==> src/rtl/led_pkg.sv <==
// led_pkg: shared FSM state encoding and character geometry for the LED message scroller.
package led_pkg;
  typedef enum logic [1:0] {
    LOAD    = 2'd0,
    PRESENT = 2'd1,
    WAIT    = 2'd2
  } state_t;
  localparam int CHAR_W = 4;
  localparam int DIGITS = 4;
endpackage

==> src/rtl/led_scroll_timer.sv <==
// led_scroll_timer: prescaler counting 0..PERIOD-1 that pulses tick on the last count and freezes while paused.
module led_scroll_timer #(
  parameter int unsigned PERIOD = 50000000
) (
  input  logic clk,
  input  logic reset,
  input  logic pause,
  output logic tick
);
  localparam int W = $clog2(PERIOD);
  localparam logic [W-1:0] LAST = W'(PERIOD - 1);
  logic [W-1:0] count_q, count_d;
  always_comb begin
    tick    = !pause && count_q == LAST;
    count_d = pause ? count_q : tick ? '0 : count_q + 1'b1;
  end
  always_ff @(posedge clk or posedge reset) begin
    if (reset) count_q <= '0;
    else count_q <= count_d;
  end
endmodule

==> src/rtl/led_message_scroller.sv <==
// led_message_scroller: scrolls a 16-character hex message through a 4-digit window with a valid/ready frame handshake.
// Optional LED_SCROLL_BIDIR_EN adds a dir input that selects decrementing scroll.
module led_message_scroller
  import led_pkg::*;
#(
  parameter int unsigned SCROLL_PERIOD = 50000000,
  parameter int unsigned MSG_LEN       = 16
) (
  input  logic                     clk,
  input  logic                     reset,
  input  logic                     wr_en,
  input  logic [3:0]               wr_addr,
  input  logic [CHAR_W-1:0]        wr_data,
  input  logic                     pause,
  input  logic                     frame_ready,
`ifdef LED_SCROLL_BIDIR_EN
  input  logic                     dir,
`endif
  output logic                     frame_valid,
  output logic [DIGITS*CHAR_W-1:0] frame_chars,
  output logic [3:0]               ptr
);
  state_t                     state_q, state_d;
  logic [3:0]                 ptr_q, ptr_d, ptr_step;
  logic                       pending_q, pending_d;
  logic [DIGITS*CHAR_W-1:0]   frame_q, frame_d;
  logic [CHAR_W-1:0]          msg_q [MSG_LEN];
  logic [CHAR_W-1:0]          msg_d [MSG_LEN];
  logic                       tick;

  led_scroll_timer #(.PERIOD(SCROLL_PERIOD)) u_timer (
    .clk   (clk),
    .reset (reset),
    .pause (pause),
    .tick  (tick)
  );

`ifdef LED_SCROLL_BIDIR_EN
  assign ptr_step = dir ? ptr_q - 4'd1 : ptr_q + 4'd1;
`else
  assign ptr_step = ptr_q + 4'd1;
`endif

  always_comb begin
    state_d   = state_q;
    ptr_d     = ptr_q;
    pending_d = pending_q;
    frame_d   = frame_q;
    msg_d     = msg_q;
    if (wr_en) msg_d[wr_addr] = wr_data;
    unique case (state_q)
      LOAD: begin
        frame_d   = {msg_q[ptr_q], msg_q[ptr_q + 4'd1], msg_q[ptr_q + 4'd2], msg_q[ptr_q + 4'd3]};
        pending_d = pending_q | tick;
        state_d   = PRESENT;
      end
      PRESENT: begin
        pending_d = pending_q | tick;
        state_d   = frame_ready ? WAIT : PRESENT;
      end
      WAIT: begin
        if (tick || pending_q) begin
          ptr_d     = ptr_step;
          pending_d = 1'b0;
          state_d   = LOAD;
        end
      end
      default: state_d = LOAD;
    endcase
  end

  always_ff @(posedge clk or posedge reset) begin
    if (reset) begin
      state_q   <= LOAD;
      ptr_q     <= '0;
      pending_q <= 1'b0;
      frame_q   <= '0;
      for (int i = 0; i < MSG_LEN; i++) msg_q[i] <= CHAR_W'(i);
    end else begin
      state_q   <= state_d;
      ptr_q     <= ptr_d;
      pending_q <= pending_d;
      frame_q   <= frame_d;
      msg_q     <= msg_d;
    end
  end

  assign frame_valid = state_q == PRESENT;
  assign frame_chars = frame_q;
  assign ptr         = ptr_q;
endmodule

==> config.mk <==
export PLATFORM = sky130hd
export DESIGN_NAME = led_message_scroller
export DESIGN_NICKNAME = d
export VERILOG_FILES = /design/src/rtl/led_pkg.sv /design/src/rtl/led_scroll_timer.sv /design/src/rtl/led_message_scroller.sv
export SDC_FILE = /design/constraint.sdc
export NUM_CORES = 1
export LEC_CHECK = 0
export CORE_MARGIN = 4
export CORE_UTILIZATION = 40
export DETAILED_ROUTE_END_ITERATION = 6
export PLACE_DENSITY = 0.55
export SLEW_MARGIN = 20
export SYNTH_ARGS = -nofsm -noshare
export SYNTH_HDL_FRONTEND = slang
export SYNTH_SLANG_ARGS = --single-unit
export TNS_END_PERCENT = 30
==> constraint.sdc <==
create_clock -name clk -period 4.1 [get_ports clk]
set_input_delay 0.615 -clock clk [delete_from_list [all_inputs] [get_ports clk]]
set_output_delay 0.615 -clock clk [all_outputs]
set_load 0.005 [all_outputs]
==> impl_metrics.csv <==
group,metric,value,unit
placed_design,pre_cts_slack,1.307,ns
route,avgViaCountPerCell,5.772,
global_route,grtUsageTotal,17.69,%
worst_setup_path,r2r_cells,5,
placed_design,port_buffers,33,
route,post_drt_wl_per_cell,21.14,µm
clock_network,clock_path_buffers,2,
timing,period_needed,2.827,ns
worst_setup_path,r2r_slack,1.27,ns
floorplan,start_util,40.92,%
synth,synth_area_leader_cell,"dfrtp_1",
worst_setup_path,cp-end-kind,"flop",
synth,synth_nets,530,
worst_setup_path,worstSetupPathType,"flop to flop",
timing,fin_hold_ws,0.4797,ns
synth,synth.avg_cell_area,13.25,µm²
floorplan,io_pins,34,
global_route,grt_pass1_vias,4469,
timing,worst_slew_pin_slew,0.9727,ns
timing,setup_violations,0,
worst_setup_path,required,4.37,ns
timing,fin_crit_sh,68.95,%
route,first_pass_iters,4,
power_and_ir_drop,p_total,6.274,mW
worst_setup_path,r2r_start,"ptr[0]",
placed_design,place_area,0.007307,mm²
worst_setup_path,critPathCapture,"frame_chars[1]",
clock_network,htreeDepth,4,
cells_and_area,fin_nets,562,
power_and_ir_drop,leakagePower,3.111,nW
cells_and_area,fin_util,47.91,%
synth,synth-edff-count,0,
worst_setup_path,crit_start,"ptr[0]",
worst_setup_path,crit_path_start_kind,"flop",
synth,synth_area,0.006787,mm²
worst_setup_path,rr_endpoint,"frame_chars[1]",
timing,finalWorstSetupSlack,1.273,ns
placed_design,place_congestion,0.8319,
placed_design,placedCellCount,745,
floorplan,die_w,138.3,µm
clock_network,cts_tree,"yes",
synth,yosys_warnings,0,
synth,async_flop_share,100.0,%
run_status,outcome,"finished, final reports clean",
synth,synth_cells,512,
synth,ys.flop_type,"dfrtp_1",
worst_setup_path,cp_max_fo,65,
floorplan,core,0.01658,mm²
clock_network,cts-resized-gates,0,
synth,ys_seq_area_share,42.26,%
cells_and_area,area_delta_synth_final,17.07,%
synth,synth_seq_cells,113,
clock_network,ctsHoldBuffers,0,
route,vias,4485,
clock_network,cts_sinks,113,
timing,rsz0062_at_grt,"no",
route,wirelength,16430,µm
floorplan,design.die.area,0.01911,mm²
synth,synthTopCellsByCount,"mux2_2, dfrtp_1, mux4_2",
route,drc,0,
synth,yosys-top-cells-area,"dfrtp_1, mux4_2, mux2_2",
placed_design,hpwl,11600,µm
global_route,globalRoute.totalOverflow,0,
clock_network,numCtsBuffers,17,
timing,setup-tns-final,0,ns
clock_network,cts_root_buf,"clkbuf_16",
clock_network,clk_pin_slew,0.05,ns
cells_and_area,drive_above_1_share,39.14,%
flow_run,cap_violations,0,
timing,fin_skew,0.006230,ns
power_and_ir_drop,power_density,789.7,mW/mm²
power_and_ir_drop,vdd_drop_max,602.2,µV
global_route,grt_max_degree,74,
synth,yosysMostFrequentCell,"mux2_2",
cells_and_area,fin_cells,777,
worst_setup_path,cp.arrival,3.09,ns
clock_network,clk_latency,0.41,ns
global_route,grt_pass1_wl,26250,µm
cells_and_area,n_antenna_cell,0,
route,postRouteAntennaNets,0,
hold_path,hp-class,"flop to flop",
floorplan,num_rows,47,
timing,maxSlewViolCount,0,
cells_and_area,final_area,0.007945,mm²
floorplan,fp.dieH,138.3,µm
synth,yosysUniqueCellTypes,51,
timing,hold_violations,0,
route,drt-initial-drc-count,194,
clock_network,cts_setup_buffers,0,
timing,timing.fmax,353.8,MHz
synth,synth_top_area_share,29.87,%
timing,slew_headroom,35.15,%
global_route,antenna_found_initial,0,
critical path, cell delays in order, from the launching register on:
cell	delay [ns]
dfrtp_4	0.44
buf_4	0.76
mux2_2	0.45
mux4_2	0.45
o21ai_0	0.42
o21ai_0	0.14
placed cells by master (no fill, tap or decap), types with 6 or more instances in the layout:
master           netlist  routed
mux4_2                55      55
nor2_1                27      27
o21ai_0               12      12
xor2_1                 9       9
a21oi_1                8       8
nand2_1               30      30
mux2i_1               21      21
nor3_1                13      13
nand2b_1               6       6
buf_4                  2       9
xnor2_1               20      20
dfstp_2               32      32
clkdlybuf4s50_1        0      33
nand4_1                9       9
mux2_2                82      82
clkbuf_16              0      17
o311ai_0               6       6
nand3_1               13      13
dfrtp_1               81      79
clkinv_2               0       6
final cells by class:
type                            count  area, µm²
Clock buffer                       21      480.5
Timing Repair Buffer               42      397.9
Fill cell                        1494       8638
Multi-Input combinational cell    365       3740
Clock inverter                     11      157.7
Inverter                            5      21.27
Tap cell                          220      275.3
Sequential cell                   113       2873
how the worst min path moves through the flow:
stage,cells after the start,from,to
final,2,frame_chars[2],frame_chars[2]
after global routing,2,frame_chars[2],frame_chars[2]
after CTS,2,frame_chars[2],frame_chars[2]
after detailed placement,2,frame_chars[2],frame_chars[2]
after global placement,2,frame_chars[3],frame_chars[3]
after floorplan,1,u_timer.count_q[10],u_timer.count_q[10]
sequential cells by signal, indices dropped and copies added (netlist names):
signal,cells
state_q,2
msg_q,64
u_timer.count_q,26
frame_chars,16
pending_q,1
ptr,4
kinds of logic (layout without fill, tap and decap cells):
kind of cell	Yosys count	in the layout	share of synthesized area, %
AO/OA/AOI/OAI	39	39	3.983
XOR/XNOR	30	30	4.148
adder cells (fa/ha/maj)	5	5	0.9218
buffers and inverters	34	79	2.636
flip-flops	113	113	42.26
multiplexers	161	161	35.95
AND/OR/NAND/NOR	130	130	10.10
metal layers:
metal | routed length [µm] | part of all wire, % | vias up | global-route usage, %
li1 | - | - | 2039 | -
met1 | 7916 | 48 | 2296 | 27.16
met2 | 7239 | 44 | 125 | 24.87
met3 | 943 | 5.7 | 25 | 3.488
met4 | 328 | 2.0 | 0 | 6.344
met5 | 0 | 0 | - | 0
power by group:
group	total, mW	switching [mW]	internal [mW]
Combinational	2.91	1.35	1.56
Clock	1.59	0.513	1.07
Sequential	1.78	0.317	1.46
Note: power is estimated with default switching activity, not from simulation.
